--- src/rtl/mem_port_arbiter_pkg.sv ---
`default_nettype none
// ============================================================================
// Module   : mem_port_arbiter_pkg
// Brief    : Shared state encoding and default constants for the
//            instruction/data memory port arbiter.
// Revision : 1.0 - initial release
// ============================================================================
package mem_port_arbiter_pkg;

  // Default widths and limits; the arbiter parameters take these as defaults
  localparam int MEM_ADDR_W     = 32;
  localparam int MEM_DATA_W     = 64;
  localparam int MEM_TIMEOUT    = 255;
  localparam int ARB_STREAK_MAX = 3;

  // Fixed internal widths
  localparam int WAIT_W    = 9;   // wait-state counter
  localparam int STREAK_W  = 2;   // consecutive data-grant counter
  localparam int IF_DATA_W = 32;  // instruction word

  // Arbiter FSM encoding
  typedef enum logic [1:0] {
    IDLE     = 2'd0,
    GRANT_DM = 2'd1,
    GRANT_IF = 2'd2,
    DONE     = 2'd3
  } arb_state_t;

endpackage
`default_nettype wire

--- src/rtl/mem_port_arbiter_if.sv ---
`default_nettype none
// ============================================================================
// Module   : mem_port_arbiter_if
// Brief    : Bundle of the fetch port, data port and memory port seen by the
//            arbiter. 'slave' is the arbiter's view, 'master' the view of
//            the surrounding core and memory.
// Revision : 1.0 - initial release
// ============================================================================
interface mem_port_arbiter_if
  import mem_port_arbiter_pkg::*;
#(
  parameter int ADDR_W = MEM_ADDR_W,
  parameter int DATA_W = MEM_DATA_W
);

  // Fetch port
  logic                 if_req;
  logic [ADDR_W-1:0]    if_addr;
  logic [IF_DATA_W-1:0] if_rdata;
  logic                 if_ack;
  logic                 if_stall;

  // Data port
  logic                 dm_req;
  logic                 dm_we;
  logic                 dm_byte;
  logic                 dm_double;
  logic [ADDR_W-1:0]    dm_addr;
  logic [DATA_W-1:0]    dm_wdata;
  logic [DATA_W-1:0]    dm_rdata;
  logic                 dm_ack;
  logic                 dm_stall;

  // Single-ported memory
  logic                 mem_req;
  logic                 mem_we;
  logic                 mem_byte;
  logic                 mem_double;
  logic [ADDR_W-1:0]    mem_addr;
  logic [DATA_W-1:0]    mem_wdata;
  logic [DATA_W-1:0]    mem_rdata;
  logic                 mem_ready;

  // Status
  logic                 err_timeout;

  modport slave (
    input  if_req, if_addr,
    input  dm_req, dm_we, dm_byte, dm_double, dm_addr, dm_wdata,
    input  mem_rdata, mem_ready,
    output if_rdata, if_ack, if_stall,
    output dm_rdata, dm_ack, dm_stall,
    output mem_req, mem_we, mem_byte, mem_double, mem_addr, mem_wdata,
    output err_timeout
  );

  modport master (
    output if_req, if_addr,
    output dm_req, dm_we, dm_byte, dm_double, dm_addr, dm_wdata,
    output mem_rdata, mem_ready,
    input  if_rdata, if_ack, if_stall,
    input  dm_rdata, dm_ack, dm_stall,
    input  mem_req, mem_we, mem_byte, mem_double, mem_addr, mem_wdata,
    input  err_timeout
  );

endinterface
`default_nettype wire

--- src/rtl/mem_port_arbiter_arb_priority_sel.sv ---
`default_nettype none
// ============================================================================
// Module   : arb_priority_sel
// Brief    : Chooses between the fetch and data requester. Data normally
//            wins; after STREAK_MAX consecutive data grants taken while a
//            fetch was waiting, the fetch is served once.
// Revision : 1.0 - initial release
// ============================================================================
module arb_priority_sel
  import mem_port_arbiter_pkg::*;
#(
  parameter int STREAK_MAX = ARB_STREAK_MAX
) (
  input  logic clk,
  input  logic rst_n,
  input  logic if_req,
  input  logic dm_req,
  input  logic take,      // a grant is being taken this cycle
  output logic grant_dm,
  output logic grant_if
);

  localparam logic [STREAK_W-1:0] c_streak_max = STREAK_W'(STREAK_MAX);

  logic [STREAK_W-1:0] r_streak;
  logic                w_fetch_turn;

  // The fetch is owed a slot only if it is actually waiting
  assign w_fetch_turn = if_req && (r_streak == c_streak_max);
  assign grant_dm     = dm_req && !w_fetch_turn;
  assign grant_if     = if_req && !grant_dm;

  // Track how many data grants in a row have starved a pending fetch
  always_ff @(posedge clk or negedge rst_n) begin
    if (!rst_n) begin
      r_streak <= '0;
    end else if (take) begin
      if (grant_if) begin
        r_streak <= '0;
      end else if (grant_dm) begin
        if (if_req) begin
          if (r_streak != '1) begin
            r_streak <= r_streak + 1'b1;
          end
        end else begin
          r_streak <= '0;
        end
      end
    end
  end

endmodule
`default_nettype wire

--- src/rtl/mem_port_arbiter.sv ---
`default_nettype none
// ============================================================================
// Module   : mem_port_arbiter
// Brief    : Shares one single-ported memory between an instruction fetch
//            port and a data port. Each access runs IDLE -> GRANT -> DONE;
//            a stalled memory is abandoned after TIMEOUT wait states with
//            zero read data and a sticky error flag.
// Revision : 1.0 - initial release
// ============================================================================
module mem_port_arbiter
  import mem_port_arbiter_pkg::*;
#(
  parameter int ADDR_W     = MEM_ADDR_W,
  parameter int DATA_W     = MEM_DATA_W,
  parameter int TIMEOUT    = MEM_TIMEOUT,
  parameter int STREAK_MAX = ARB_STREAK_MAX
) (
  input  logic              clk,
  input  logic              rst_n,
  mem_port_arbiter_if.slave bus
);

  localparam logic [WAIT_W-1:0] c_timeout = WAIT_W'(TIMEOUT);

  arb_state_t           r_state;
  logic                 r_mem_req;
  logic                 r_mem_we;
  logic                 r_mem_byte;
  logic                 r_mem_double;
  logic [ADDR_W-1:0]    r_mem_addr;
  logic [DATA_W-1:0]    r_mem_wdata;
  logic [IF_DATA_W-1:0] r_if_rdata;
  logic [DATA_W-1:0]    r_dm_rdata;
  logic                 r_if_ack;
  logic                 r_dm_ack;
  logic                 r_err_timeout;
  logic [WAIT_W-1:0]    r_wait;

  logic                 w_grant_dm;
  logic                 w_grant_if;
  logic                 w_take;
  logic [WAIT_W-1:0]    w_wait_inc;
  logic                 w_wait_expired;

  // Requests are only looked at in IDLE, so DONE never re-grants
  assign w_take = (r_state == IDLE) && (w_grant_dm || w_grant_if);

  // This wait cycle is the one that brings the count up to the limit
  assign w_wait_inc     = r_wait + 1'b1;
  assign w_wait_expired = (w_wait_inc == c_timeout);

  arb_priority_sel #(
    .STREAK_MAX (STREAK_MAX)
  ) u_arb_priority_sel (
    .clk      (clk),
    .rst_n    (rst_n),
    .if_req   (bus.if_req),
    .dm_req   (bus.dm_req),
    .take     (w_take),
    .grant_dm (w_grant_dm),
    .grant_if (w_grant_if)
  );

  // Access sequencer: grant, wait for memory or timeout, pulse ack, return
  always_ff @(posedge clk or negedge rst_n) begin
    if (!rst_n) begin
      r_state       <= IDLE;
      r_mem_req     <= 1'b0;
      r_mem_we      <= 1'b0;
      r_mem_byte    <= 1'b0;
      r_mem_double  <= 1'b0;
      r_mem_addr    <= '0;
      r_mem_wdata   <= '0;
      r_if_rdata    <= '0;
      r_dm_rdata    <= '0;
      r_if_ack      <= 1'b0;
      r_dm_ack      <= 1'b0;
      r_err_timeout <= 1'b0;
      r_wait        <= '0;
    end else begin
      r_if_ack <= 1'b0;
      r_dm_ack <= 1'b0;
      case (r_state)
        IDLE: begin
          if (w_take) begin
            r_mem_req <= 1'b1;
            r_wait    <= '0;
            if (w_grant_dm) begin
              r_state      <= GRANT_DM;
              r_mem_we     <= bus.dm_we;
              r_mem_byte   <= bus.dm_byte;
              r_mem_double <= bus.dm_double;
              r_mem_addr   <= bus.dm_addr;
              r_mem_wdata  <= bus.dm_wdata;
            end else if (w_grant_if) begin
              // Fetches are always plain word reads
              r_state      <= GRANT_IF;
              r_mem_we     <= 1'b0;
              r_mem_byte   <= 1'b0;
              r_mem_double <= 1'b0;
              r_mem_addr   <= bus.if_addr;
              r_mem_wdata  <= '0;
            end
          end
        end

        GRANT_DM, GRANT_IF: begin
          if (bus.mem_ready || w_wait_expired) begin
            r_state   <= DONE;
            r_mem_req <= 1'b0;
            if (!bus.mem_ready) begin
              r_err_timeout <= 1'b1;
            end
            if (r_state == GRANT_IF) begin
              r_if_ack   <= 1'b1;
              r_if_rdata <= bus.mem_ready ? bus.mem_rdata[IF_DATA_W-1:0] : '0;
            end else begin
              r_dm_ack <= 1'b1;
              // Stores leave the last load data in place
              if (!r_mem_we) begin
                r_dm_rdata <= bus.mem_ready ? bus.mem_rdata : '0;
              end
            end
          end
          if (!bus.mem_ready) begin
            r_wait <= w_wait_inc;
          end
        end

        DONE: begin
          r_state <= IDLE;
        end

        default: begin
          r_state <= IDLE;
        end
      endcase
    end
  end

  assign bus.mem_req     = r_mem_req;
  assign bus.mem_we      = r_mem_we;
  assign bus.mem_byte    = r_mem_byte;
  assign bus.mem_double  = r_mem_double;
  assign bus.mem_addr    = r_mem_addr;
  assign bus.mem_wdata   = r_mem_wdata;
  assign bus.if_rdata    = r_if_rdata;
  assign bus.if_ack      = r_if_ack;
  assign bus.dm_rdata    = r_dm_rdata;
  assign bus.dm_ack      = r_dm_ack;
  assign bus.err_timeout = r_err_timeout;
  assign bus.if_stall    = bus.if_req & ~r_if_ack;
  assign bus.dm_stall    = bus.dm_req & ~r_dm_ack;

endmodule
`default_nettype wire
--- src/flat_wrapper.sv ---
// flat-port wrapper written by rule: the top's interface ports become plain ports
module mem_port_arbiter_flat import mem_port_arbiter_pkg::*;
#(
  parameter int ADDR_W     = MEM_ADDR_W,
  parameter int DATA_W     = MEM_DATA_W,
  parameter int TIMEOUT    = MEM_TIMEOUT,
  parameter int STREAK_MAX = ARB_STREAK_MAX
)
  (clk, rst_n, bus_if_req, bus_if_addr, bus_dm_req, bus_dm_we, bus_dm_byte, bus_dm_double, bus_dm_addr, bus_dm_wdata, bus_mem_rdata, bus_mem_ready, bus_if_rdata, bus_if_ack, bus_if_stall, bus_dm_rdata, bus_dm_ack, bus_dm_stall, bus_mem_req, bus_mem_we, bus_mem_byte, bus_mem_double, bus_mem_addr, bus_mem_wdata, bus_err_timeout);
  mem_port_arbiter_if #(.ADDR_W(ADDR_W), .DATA_W(DATA_W)) bus_i ();
  input  logic clk;
  input  logic rst_n;
  input wire logic [$bits(bus_i.if_req)-1:0] bus_if_req;
  input wire logic [$bits(bus_i.if_addr)-1:0] bus_if_addr;
  input wire logic [$bits(bus_i.dm_req)-1:0] bus_dm_req;
  input wire logic [$bits(bus_i.dm_we)-1:0] bus_dm_we;
  input wire logic [$bits(bus_i.dm_byte)-1:0] bus_dm_byte;
  input wire logic [$bits(bus_i.dm_double)-1:0] bus_dm_double;
  input wire logic [$bits(bus_i.dm_addr)-1:0] bus_dm_addr;
  input wire logic [$bits(bus_i.dm_wdata)-1:0] bus_dm_wdata;
  input wire logic [$bits(bus_i.mem_rdata)-1:0] bus_mem_rdata;
  input wire logic [$bits(bus_i.mem_ready)-1:0] bus_mem_ready;
  output wire logic [$bits(bus_i.if_rdata)-1:0] bus_if_rdata;
  output wire logic [$bits(bus_i.if_ack)-1:0] bus_if_ack;
  output wire logic [$bits(bus_i.if_stall)-1:0] bus_if_stall;
  output wire logic [$bits(bus_i.dm_rdata)-1:0] bus_dm_rdata;
  output wire logic [$bits(bus_i.dm_ack)-1:0] bus_dm_ack;
  output wire logic [$bits(bus_i.dm_stall)-1:0] bus_dm_stall;
  output wire logic [$bits(bus_i.mem_req)-1:0] bus_mem_req;
  output wire logic [$bits(bus_i.mem_we)-1:0] bus_mem_we;
  output wire logic [$bits(bus_i.mem_byte)-1:0] bus_mem_byte;
  output wire logic [$bits(bus_i.mem_double)-1:0] bus_mem_double;
  output wire logic [$bits(bus_i.mem_addr)-1:0] bus_mem_addr;
  output wire logic [$bits(bus_i.mem_wdata)-1:0] bus_mem_wdata;
  output wire logic [$bits(bus_i.err_timeout)-1:0] bus_err_timeout;
  assign bus_i.if_req = bus_if_req;
  assign bus_i.if_addr = bus_if_addr;
  assign bus_i.dm_req = bus_dm_req;
  assign bus_i.dm_we = bus_dm_we;
  assign bus_i.dm_byte = bus_dm_byte;
  assign bus_i.dm_double = bus_dm_double;
  assign bus_i.dm_addr = bus_dm_addr;
  assign bus_i.dm_wdata = bus_dm_wdata;
  assign bus_i.mem_rdata = bus_mem_rdata;
  assign bus_i.mem_ready = bus_mem_ready;
  assign bus_if_rdata = bus_i.if_rdata;
  assign bus_if_ack = bus_i.if_ack;
  assign bus_if_stall = bus_i.if_stall;
  assign bus_dm_rdata = bus_i.dm_rdata;
  assign bus_dm_ack = bus_i.dm_ack;
  assign bus_dm_stall = bus_i.dm_stall;
  assign bus_mem_req = bus_i.mem_req;
  assign bus_mem_we = bus_i.mem_we;
  assign bus_mem_byte = bus_i.mem_byte;
  assign bus_mem_double = bus_i.mem_double;
  assign bus_mem_addr = bus_i.mem_addr;
  assign bus_mem_wdata = bus_i.mem_wdata;
  assign bus_err_timeout = bus_i.err_timeout;
  mem_port_arbiter #(.ADDR_W(ADDR_W), .DATA_W(DATA_W), .TIMEOUT(TIMEOUT), .STREAK_MAX(STREAK_MAX)) u_core (.clk(clk), .rst_n(rst_n), .bus(bus_i));
endmodule
--- config.mk ---
export PLATFORM = sky130hd
export DESIGN_NAME = mem_port_arbiter_flat
export DESIGN_NICKNAME = d
export VERILOG_FILES = /design/src/rtl/mem_port_arbiter_pkg.sv /design/src/rtl/mem_port_arbiter_if.sv /design/src/rtl/mem_port_arbiter_arb_priority_sel.sv /design/src/rtl/mem_port_arbiter.sv /design/src/flat_wrapper.sv
export SDC_FILE = /design/constraint.sdc
export NUM_CORES = 1
export LEC_CHECK = 0
export CORE_AREA = 2 2 154 156
export CTS_CLUSTER_SIZE = 12
export DETAILED_ROUTE_END_ITERATION = 12
export DIE_AREA = 0 0 156 158
export GPL_TIMING_DRIVEN = 0
export PLACE_DENSITY = 0.87
export REMOVE_ABC_BUFFERS = 1
export SETUP_SLACK_MARGIN = 0.1
export SLEW_MARGIN = 20
export SYNTH_ARGS = -nofsm -noshare
export SYNTH_HDL_FRONTEND = slang
export SYNTH_HIERARCHICAL = 1
export SYNTH_SLANG_ARGS = --single-unit
export TNS_END_PERCENT = 50
--- constraint.sdc ---
create_clock -name clk -period 3.6 [get_ports clk]
set_clock_uncertainty 0.2 [all_clocks]
set_input_delay 0.72 -clock clk [delete_from_list [all_inputs] [get_ports clk]]
set_output_delay 0.72 -clock clk [all_outputs]
set_load 0.01 [all_outputs]
# After elaboration in Yosys (flattened, before gate mapping)

Cells that the tools add are included.
W data, S select, Z words.

Multiplexer cells: 31
Equal/unequal tests: 11
Bitwise operators: 7
Reduce and logical (&&, ||, !) cells: 20
Add/sub/neg operators: 2

Operators with widths:

| kind                  | count |
|---|---|
| $mux W64              | 3 |
| $mux W32              | 3 |
| $reduce_and A3 Y1     | 7 |
| $mux W9               | 2 |
| $pmux W9 S2           | 1 |
| $mux W2               | 8 |
| $mux W1               | 12 |
| $add A9 B1 Y9 const B | 1 |
| $eq A9 B8 Y1 const B  | 1 |
| $eq A2 B2 Y1 const B  | 3 |
| $ne A2 B2 Y1 const B  | 3 |
| $pmux W2 S3           | 1 |
| $not A1 Y1            | 5 |
| $logic_and A1 B1 Y1   | 4 |
| $reduce_and A4 Y1     | 1 |
| $reduce_bool A2 Y1    | 2 |
| $ne A3 B1 Y1 const B  | 1 |
| $ne A3 B2 Y1 const B  | 1 |
| $add A2 B1 Y2 const B | 1 |
| $and A1 B1 Y1         | 2 |
| $eq A2 B1 Y1 const B  | 1 |
| $logic_not A1 Y1      | 2 |
| $logic_not A2 Y1      | 1 |
| $logic_or A1 B1 Y1    | 2 |
| 3 further kinds       | 3 |

Flip-flop bits (word level): 212
Logic and storage cells: 85
Bits of input ports: 200
Output and inout bits: 201

# Depth between registers and ports, before layout

Gate-level depths: netlist of the first run.

Depth in word-level cells: 10
Gate-level depth with buffers: 9
Mapped depth without buffers: 8

# Cells and area by module

Netlist of the first run, hierarchy kept.

Modules (own cells, without submodules):

| module           | area an instance (um2) | instances | cells an instance | seq. area each (um2) |
|---|---|---|---|---|
| mem_port_arbiter | 8,922.3                | 1         | 760               | 5,255.0 |
| arb_priority_sel | 117.6                  | 1         | 10                | 50.0 |

# Least setup slack after synthesis of the first run

No wires, ideal clock.

Path type: input-to-reg
From: input port bus_dm_req
To: register u_core.r_mem_wdata[10] (netlist: u_core/bus.mem_wdata[10])
Required time: 3,334 ps
Data arrival time: 2,133 ps
Stages: 7
Path buffers: 4
Setup time: 66 ps
Path slack: 1,200 ps
Cell sequence: a21boi_0 > buf_2 > and2_1 > clkbuf_1 > clkbuf_1 > buf_1 > a22o_1

Longest elaborated chain between the ends: 6
Elaborated cells on any way between the ends: 8
Classes of those cells: mux: 1; reduce/logical: 7

RTL lines:

| what                               | line                                    | RTL |
|---|---|---|
| start, declared                    | flat_wrapper.sv:15                      | `input wire logic [$bits(bus_i.dm_req)-1:0] bus_dm_req;` |
| $logic_and A1 B1 Y1 (*)            | mem_port_arbiter_arb_priority_sel.sv:30 | `assign grant_dm = dm_req && !w_fetch_turn;` |
| $logic_not A1 Y1                   | mem_port_arbiter_arb_priority_sel.sv:31 | `assign grant_if = if_req && !grant_dm;` |
| $logic_and A1 B1 Y1                | mem_port_arbiter_arb_priority_sel.sv:31 |  |
| $logic_or A1 B1 Y1                 | mem_port_arbiter.sv:46                  | `assign w_take = (r_state == IDLE) && (w_grant_dm \|\| w_grant_if);` |
| $logic_and A1 B1 Y1                | mem_port_arbiter.sv:46                  |  |
| $reduce_and A3 Y1 (no source line) | --                                      |  |
| end signal, assigned               | mem_port_arbiter.sv:94                  | `r_mem_wdata <= bus.dm_wdata;` |
| end, declared                      | mem_port_arbiter.sv:31                  | `logic [DATA_W-1:0] r_mem_wdata;` |

Every way passes the cells marked *; elsewhere a longest branch is shown, timed or not.
A chain may end at the register's enable or synchronous reset.

# Worst setup path in the final report of the first run

From: register u_core.r_wait[0]
To: register u_core.r_dm_rdata[51] (netlist: u_core/bus.dm_rdata[51])

Longest elaborated chain between the ends: 4

RTL lines:

| what                               | line                    | RTL |
|---|---|---|
| start, declared                    | mem_port_arbiter.sv:37  | `logic [WAIT_W-1:0] r_wait;` |
| start signal, assigned             | mem_port_arbiter.sv:126 | `r_wait <= w_wait_inc;` |
| $add A9 B1 Y9                      | mem_port_arbiter.sv:49  | `assign w_wait_inc = r_wait + 1'b1;` |
| $eq A9 B8 Y1                       | mem_port_arbiter.sv:50  | `assign w_wait_expired = (w_wait_inc == c_timeout);` |
| $logic_or A1 B1 Y1                 | mem_port_arbiter.sv:108 | `if (bus.mem_ready \|\| w_wait_expired) begin` |
| $reduce_and A4 Y1 (no source line) | --                      |  |
| end signal, assigned               | mem_port_arbiter.sv:121 | `r_dm_rdata <= bus.mem_ready ? bus.mem_rdata : '0;` |
| end, declared                      | mem_port_arbiter.sv:33  | `logic [DATA_W-1:0] r_dm_rdata;` |

No other way between the ends.

==> results of run 1 <==
[report_power, final]
group / internal (mW) / switching (mW) / total [mW]
Clock: 1.43 / 0.968 / 2.39
Sequential: 3.39 / 0.671 / 4.06
Combinational: 3.26 / 2.82 / 6.08
[layout make-up]
class                   count  area (um2)
clock buffers              37         711
clock inverters             5        58.8
fillers                  1716        8670
inverters                   8        30.0
multi-input cells         486        3490
flip-flops and latches    212        5310
well taps                 290         363
repair buffers            416        4430
[metal layers]
metal	track usage	up-vias	share of wire
li1	-	3630	-
met4	0.103	0	0.043
met2	0.416	394	0.51
met5	0	-	0
met3	0.0605	74	0.087
met1	0.256	3881	0.37
[path summary, 6_finish.rpt]
path	from	to	cells past startpoint
worst min-delay path	u_core/bus.err_timeout$_DFFE_PN0P_	u_core/bus.err_timeout$_DFFE_PN0P_	1
max in group asynchronous	rst_n	u_core/bus.if_rdata[15]$_DFFE_PN0P_	3
min in group asynchronous	rst_n	u_core/bus.mem_addr[7]$_DFFE_PN0P_	2
worst max-delay path	u_core/r_wait[0]$_DFFE_PN0P_	u_core/bus.dm_rdata[51]$_DFFE_PN0P_	9
worst max register to register	u_core/r_wait[0]$_DFFE_PN0P_	u_core/bus.dm_rdata[51]$_DFFE_PN0P_	9
worst min register to register	u_core/bus.err_timeout$_DFFE_PN0P_	u_core/bus.err_timeout$_DFFE_PN0P_	1
[per-stage QoR]
stage | setup slack (ns) | hold WS [ns]
2_1_floorplan | -6.35 | 0.224
5_1_grt | 0.153 | 0.291
3_3_place_gp | -11.16 | 0.242
4_1_cts | 0.236 | 0.264
3_5_place_dp | 0.215 | 0.251
6_report | 0.332 | 0.268
[cells by family (layout without fill, tap and decap cells)]
group / Yosys count / in the layout / synth area share
AO/OA/AOI/OAI: 273 / 274 / 0.239
flip-flops: 212 / 212 / 0.587
AND/OR/NAND/NOR: 174 / 174 / 0.0977
buffers and inverters: 73 / 466 / 0.0331
multiplexers: 33 / 33 / 0.0367
adder cells (fa/ha/maj): 5 / 5 / 0.00692
[worst reg2reg max path, stage by stage (launching register included)]
cell and delay (ns):
dfrtp_1 0.50, ha_1 0.38, a21oi_1 0.27, o21bai_1 0.11
o22ai_2 0.38, a31oi_4 0.29, buf_16 0.27, buf_16 0.19
buf_16 0.18, a221o_1 0.37
[sequential cells by signal (all words and copies together), names as in the netlist, 2 cells and up]
register / count
u_core/u_arb_priority_sel/r_streak: 2
u_core/bus.dm_rdata: 64
u_core/bus.mem_wdata: 64
u_core/bus.mem_addr: 32
u_core/bus.if_rdata: 32
u_core/r_wait: 9
u_core/r_state: 2
[placed cells by master (no fill, tap or decap), drive strengths merged, types with 32 or more instances in the layout]
cell | synthesis | layout
o2bb2ai | 33 | 33
nor2 | 40 | 40
a221o | 64 | 64
a21oi | 33 | 33
mux2i | 32 | 32
clkdlybuf4s50 | 0 | 398
nor2b | 70 | 70
o21ai | 49 | 49
dfrtp | 212 | 212
nand2 | 43 | 43
clkbuf | 43 | 37
a22o | 69 | 69
[timing repair]
| item | CTS | global route |
|---|---|---|
| endpoints found under the hold margin | 36 | 0 |
| endpoints found under the setup margin | 0 | 28 |
| hold buffers | 1 | 0 |
| setup buffers | 0 | 0 |
==> run summary, run 1 <==
port buffer count: 400
DRC Markers: 0
Worst EP required: 3.79 ns
EDFF count, synth: 0
post-layout util: 0.624
#FFs+latches synth: 212
most frequent cells after synthesis: dfrtp_1, nor2b_1, a22o_1
setup repair after global routing missed its margin: no
worst path cell trace: ha_1, a21oi_1, o21bai_1, o22ai_2, a31oi_4, buf_16, buf_16, buf_16, a221o_1
initial antenna violation count: 0
r2r setup slk: 0.33 ns
vias in the first global route: 7862
Post-Place Cell Area: 0.0136 mm2
clk sink count: 212
DR vias: 7979
Startpoint Class: flip-flop
max_slew headroom: 0.283
DR pass1 iterations: 5
max-slew violations: 0
DRT iter0 DRCs: 472
diode count: 0
post-DP HPWL: 21.8 mm
top-area cell type share of the netlist area: 0.587
setup_tns: 0 ns
die height: 158 um
Die Wd: 156 um
Placer Congestion: 0.788
TritonCTS Buffers: 24
Rows: 56
Starting Density: 0.392
Static Leakage: 5.93 nW
Top FF cell, synth: dfrtp_1
DR WL/cell: 20.9 um
CP Buf/Inv Count: 3
Worst-Margin Slew: 1.07 ns
crit-path max FO: 28
setup violators final: 0
WL final: 30.4 mm
Crit path max-delay family: compound AO/OA/AOI/OAI gates
Global Route Usage Sum: 0.230
Yosys top cell by area: dfrtp_1
WP data arrival: 3.45 ns
clock tree from TritonCTS: built
cell with the largest stage delay on the worst path: dfrtp_1
Mapped Cells: 770
Root Driver: clkbuf_16
sequential fraction of the synthesis area: 0.587
DR vias/cell: 5.49
PwrDens: 872 mW/mm2
Crit path largest cell delay: 0.50 ns
nets: 1353
Clk Latency, worst-skew pair: 0.51 ns
Max-Cap Viols: 0
critical path's most frequent cell: buf_16
final std cells w/o fill: 1454
Final Hold Viols: 0
share of layout cells above drive strength 1: 0.0550
CTS clk-pin slew, worst paths: 0.06 ns
IO Pins: 401
kind of critical path: reg2reg
Area contributors post-synth: dfrtp_1, a221o_1, a22o_1
count leader, synth: dfrtp_1
VDD IR max: 0.000457 V
largest net degree at the start of global routing: 98
crit path time final: 3.27 ns
mapped cell area: 0.00904 mm2
CTS resizes: 0
DP Cell Count: 1410
maximum root-to-sink buffer count: 3
total gr overflow: 0
async set or reset register ratio after synthesis: 1.00
Hold Crit Class: reg2reg
Final Cell Area: 0.0144 mm2
H-tree levels: 1
Max Clock Freq: 306 MHz
Routed Antenna Nets: 0
die area: 0.0246 mm2
Syn Area/Cell: 11.7 um2
Layout area overhead: 59.1%
status: finished, final reports clean
fin crit share: 0.908
power after layout: 12.5 mW
post-synthesis cell type count: 42
Syn. warnings: 6
core area: 0.0231 mm2
first-pass GRT wire length: 44.6 mm
type of destination of the critical path: flip-flop
Power figures use the tool's default switching activity.
==> run 2: changes to the inputs <==
Settings changed: CORE_AREA 2 2 154 156 to default, CORE_ASPECT_RATIO from default to 0.9, CORE_UTILIZATION from default to 40, DIE_AREA 0 0 156 158 to default, PLACE_DENSITY 0.87 to 0.88.
==> run summary, run 2 (synthesis gave the netlist of run 1 again) <==
status: finished, final reports clean
largest net degree at the start of global routing: 101
max-slew violations: 0
fill count: 1556
CTS resizes: 0
Met3 Wirelength: 2.15 mm
H-tree levels: 1
crit-path max FO: 5
WHS Path Cells: 1
port buffer count: 400
Static Leakage: 5.93 nW
DR pass1 iterations: 5
max_slew headroom: 0.305
final std cells w/o fill: 1454
total gr overflow: 0
Post-CTS Hold Buffers: 1
share of layout cells above drive strength 1: 0.0559
Routed Antenna Nets: 0
nets: 1353
worst path cell trace: clkdlybuf4s50_1, nor2b_1, clkdlybuf4s50_1
fin crit share: 0.812
hold path endpoint: u_core/bus.err_timeout$_DFFE_PN0P_
post-DP HPWL: 21.3 mm
setup repair after global routing missed its margin: no
maximum root-to-sink buffer count: 3
Post-Place Cell Area: 0.0136 mm2
WP data arrival: 2.00 ns
CTS clk-pin slew, worst paths: 0.05 ns
Max Clock Freq: 342 MHz
Starting Density: 0.413
r2r setup slk: 0.70 ns
VDD IR max: 0.000441 V
kind of critical path: in2out
Max-Cap Viols: 0
Crit path largest cell delay: 0.58 ns
WL final: 29.4 mm
critical path's most frequent cell: clkdlybuf4s50_1
PwrDens: 865 mW/mm2
FF-to-FF Start: u_core/r_state[1]$_DFFE_PN0P_
met1 WL: 11.1 mm
top sig layer: met4
clk sink count: 212
DR vias/cell: 5.51
Final Cell Area: 0.0144 mm2
Global Route Usage Sum: 0.242
post-CTS repair timing setup buffer count: 0
die area: 0.0232 mm2
commonest non-fill, non-tap cell in the layout: clkdlybuf4s50_1
Layout area overhead: 58.7%
IO Pins: 401
cell with the largest stage delay on the worst path: clkdlybuf4s50_1
Final Hold Viols: 0
DP Worst Slack: 0.286 ns
core area: 0.0219 mm2
Rows: 51
Startpoint Class: primary input
Worst-Margin Slew: 1.04 ns
critical register-to-register path endpoint: u_core/bus.dm_rdata[38]$_DFFE_PN0P_
initial antenna violation count: 1
die height: 145 um
Die Wd: 160 um
DR WL/cell: 20.2 um
Crit path max-delay family: buffers and inverters
Worst EP required: 2.68 ns
TritonCTS Buffers: 24
DRT iter0 DRCs: 498
Sequential Area: 0.00531 mm2
vias in the first global route: 7978
clock tree from TritonCTS: built
DR vias: 8006
Hold Crit Class: reg2reg
routed wl met2: 14.6 mm
hold_sp: u_core/bus.err_timeout$_DFFE_PN0P_
Root Driver: clkbuf_16
Final Worst Setup Slack: 0.678 ns
commonest non-fill, non-tap cells in the layout: clkdlybuf4s50_1, dfrtp_1, nor2b_1
reg2reg path depth: 7
DP Cell Count: 1412
Clk Latency, worst-skew pair: 0.51 ns
DRC Markers: 0
crit path time final: 2.92 ns
Placer Congestion: 0.821
setup violators final: 0
type of destination of the critical path: primary output
Multi-input gate area: 0.00347 mm2
post-layout util: 0.656
CP Buf/Inv Count: 2
first-pass GRT wire length: 44.1 mm
[run 2: cell count changes in the layout (fill, tap and decap cells not counted), sizes merged]
| cell | before | now |
|---|---|---|
| a31oi | 8 | 7 |
| buf | 17 | 18 |
| clkbuf | 37 | 33 |
| clkinv | 1 | 4 |
| clkinvlp | 2 | 1 |
| diode | 0 | 1 |
[run 2: through the flow]
stage	TNS (ns)	hold WS (ns)	total power, mW
2_1_floorplan	-740.95	0.224	6.77
3_3_place_gp	-2984.28	0.241	9.46
3_5_place_dp	0	0.268	10.1
4_1_cts	0	0.280	12.5
5_1_grt	0	0.285	13.1
6_report	0	0.267	12.4
[run 2: worst max path at each step]
stage                                                             end  slack (ns)  cells after the start        from
floorplan           u_core/u_arb_priority_sel/r_streak[0]$_DFFE_PN0P_       -6.35                      5  bus_dm_req
global placement    u_core/u_arb_priority_sel/r_streak[0]$_DFFE_PN0P_      -11.12                      6  bus_dm_req
detailed placement                       u_core/r_wait[7]$_DFFE_PN0P_        0.29                      7  bus_if_req
CTS                                                      bus_if_stall        0.67                      3  bus_if_req
global route                             u_core/r_wait[7]$_DFFE_PN0P_        0.53                      7  bus_dm_req
finish                                                   bus_if_stall        0.68                      3  bus_if_req
[run 2: metal layers]
layer  vias to the layer above  GRT usage
met5                         -          0
met4                         0      0.136
met3                        91     0.0499
met2                       403      0.414
met1                      3884      0.287
li1                       3628          -
[run 2: area by class of cell]
cell class | instances | share of cell area
diodes | 1 | 0.000174
clock buffers | 33 | 0.0478
clock inverters | 7 | 0.00462
inverters | 8 | 0.00209
multi-input cells | 485 | 0.242
flip-flops and latches | 212 | 0.370
well taps | 291 | 0.0254
repair buffers | 417 | 0.308
[run 2: worst reg2reg max path: cells and delay by family, from the launching register on]
kind	cells	cell delay [ns]
fa+ha+maj	1	0.42
buf+inv	2	0.30
flops	1	0.39
compound gates	1	0.37
simple gates	3	1.13
[run 2: where the power goes]
group          switching [mW]  total [mW]  internal (mW)
combinational            2.79        6.00           3.21
clock                   0.941        2.34           1.39
sequential              0.686        4.08           3.39
total                    4.42        12.4           8.00
==> run 3: changes to the inputs <==
Settings changed: CORE_UTILIZATION 40 to 38.
Clock period 3.6 ns to 2.6 ns, I/O delays scaled along.
==> run summary, run 3 (synthesis gave the netlist of run 1 again) <==
DR vias/cell: 5.49
reg2reg path depth: 10
Internal Power: 11.3 mW
Final Hold Viols: 0
IO Pins: 401
nets: 1386
DP Cell Count: 1423
DR vias: 8223
Worst-Margin Slew: 0.755 ns
setup violators final: 0
clock tree from TritonCTS: built
WP data arrival: 2.74 ns
Rows: 53
critical path's most frequent cell: buf_16
WHS Path Cells: 2
share of layout cells above drive strength 1: 0.0972
crit path time final: 2.56 ns
first-pass GRT wire length: 47.8 mm
PwrDens: 1180 mW/mm2
H-tree levels: 1
VDD IR max: 0.000838 V
DRC Markers: 0
Routed Antenna Nets: 0
maximum root-to-sink buffer count: 3
Crit path largest cell delay: 0.45 ns
die area: 0.0244 mm2
Starting Density: 0.387
r2r setup slk: 0.04 ns
core area: 0.0233 mm2
Global Route Usage Sum: 0.255
port buffer count: 400
post-DP HPWL: 21.8 mm
Startpoint Class: flip-flop
Layout area overhead: 65.1%
DR pass1 iterations: 6
Die Wd: 165 um
DR WL/cell: 21.6 um
max-slew violations: 0
final std cells w/o fill: 1497
clock share of power: 0.184
die height: 148 um
type of destination of the critical path: flip-flop
DRT iter0 DRCs: 571
commonest non-fill, non-tap cells in the layout: clkdlybuf4s50_1, dfrtp_1, nor2b_1
Comb pwr share: 0.495
WL final: 32.4 mm
total gr overflow: 0
max_slew headroom: 0.495
CTS clk-pin slew, worst paths: 0.06 ns
cell with the largest stage delay on the worst path: dfrtp_2
setup repair after global routing missed its margin: yes
fin crit share: 0.985
Max Clock Freq: 390 MHz
worst path cell trace: ha_4, a21oi_4, o21bai_4, o22ai_4, a31oi_4, clkbuf_16, buf_16, buf_16, buf_12, a221o_1
hold_sp: u_core/bus.mem_addr[12]$_DFFE_PN0P_
largest net degree at the start of global routing: 92
Worst EP required: 2.78 ns
sw frac: 0.360
crit-path max FO: 7
critical register-to-register path endpoint: u_core/bus.dm_rdata[63]$_DFFE_PN0P_
Clk Latency, worst-skew pair: 0.51 ns
FF-to-FF Start: u_core/r_wait[1]$_DFFE_PN0P_
vias in the first global route: 8359
Psw: 6.35 mW
hold path endpoint: u_core/bus.mem_addr[12]$_DFFE_PN0P_
post-layout util: 0.639
Root Driver: clkbuf_16
Placer Congestion: 0.839
Seq pwr share: 0.321
TritonCTS Buffers: 23
status: finished, final reports clean
initial antenna violation count: 1
clk sink count: 212
Max-Cap Viols: 0
CP Buf/Inv Count: 4
commonest non-fill, non-tap cell in the layout: clkdlybuf4s50_1
Static Leakage: 6.19 nW
Crit path max-delay family: compound AO/OA/AOI/OAI gates
kind of critical path: reg2reg
Hold Crit Class: reg2reg
==> run 3: cell count changes in the layout (fill, tap and decap cells not counted), sizes merged <==
cell           before  now
clkdlybuf4s50     398  396
clkinv              4    2
bufbuf              0    2
bufinv              1    2
clkbuf             33   35
clkinvlp            1    0
buf                18   48
dlygate4sd2         0    2
==> run 3: how the worst max path moves through the flow <==
stage	startpoint	to	depth (start not counted)
floorplan	u_core/u_arb_priority_sel/r_streak[0]$_DFFE_PN0P_	u_core/u_arb_priority_sel/r_streak[0]$_DFFE_PN0P_	6
global placement	bus_if_req	u_core/u_arb_priority_sel/r_streak[0]$_DFFE_PN0P_	6
detailed placement	bus_if_req	u_core/r_wait[2]$_DFFE_PN0P_	7
CTS	u_core/u_arb_priority_sel/r_streak[1]$_DFFE_PN0P_	u_core/bus.mem_wdata[33]$_DFFE_PN0P_	7
global route	u_core/r_wait[0]$_DFFE_PN0P_	u_core/bus.dm_rdata[11]$_DFFE_PN0P_	10
finish	u_core/r_wait[1]$_DFFE_PN0P_	u_core/bus.dm_rdata[63]$_DFFE_PN0P_	10
==> run 3: tightest hold or removal path: stages (launching register included) <==
cell	delay, ns
dfrtp_1	0.34
nand2_1	0.05
o21ai_0	0.06
==> run 3: power groups by stage <==
stage | Clock [mW] | Sequential [mW] | Combinational, mW
floorplan | 0 | 6.14 | 3.16
global placement | 0 | 5.54 | 7.26
detailed placement | 0 | 5.67 | 8.31
CTS | 3.30 | 5.64 | 8.63
global route | 3.43 | 5.83 | 9.30
finish | 3.24 | 5.67 | 8.72
==> run 3: per-layer routing <==
metal	global-route usage	routed length, um	vias up
li1	-	-	3697
met1	0.282	11400	4012
met2	0.451	16400	424
met3	0.0627	2810	90
met4	0.131	1760	0
met5	0	0	-
==> run 3: final cells by class <==
cell class / instances / area [um2]
Timing Repair Buffer: 451 / 4880
Sequential cell: 212 / 5310
Multi-Input combinational cell: 485 / 3590
Inverter: 8 / 30.0
Clock buffer: 33 / 653
Fill cell: 1654 / 8420
Antenna cell: 1 / 2.50
Clock inverter: 5 / 78.8
Tap cell: 302 / 378
==> run 3: through the flow <==
step | hold WS (ns) | power [mW] | area (um2) | worst slack (ns) | TNS [ns]
final | 0.277 | 17.6 | 14900 | 0.0385 | 0
after global routing | 0.298 | 18.6 | 14900 | -0.00442 | -0.00668
after CTS | 0.279 | 17.6 | 14800 | 0.0664 | 0
after detailed placement | 0.267 | 14.0 | 13600 | -0.684 | -68.42
after global placement | 0.242 | 12.8 | 13200 | -12.15 | -3410.15
after floorplan | 0.0244 | 9.30 | 8770 | -7.17 | -915.60
==> run 3: what timing repair did <==
item / 4_1_cts / 5_1_grt
hold buffers: 1 / 0
setup buffers: 24 / 4
setup endpoints to repair: 119 / 103
endpoints found under the hold margin: 50 / 0
resized for setup: 27 / 12
gates cloned: 6 / 1
pin swaps: 20 / 31
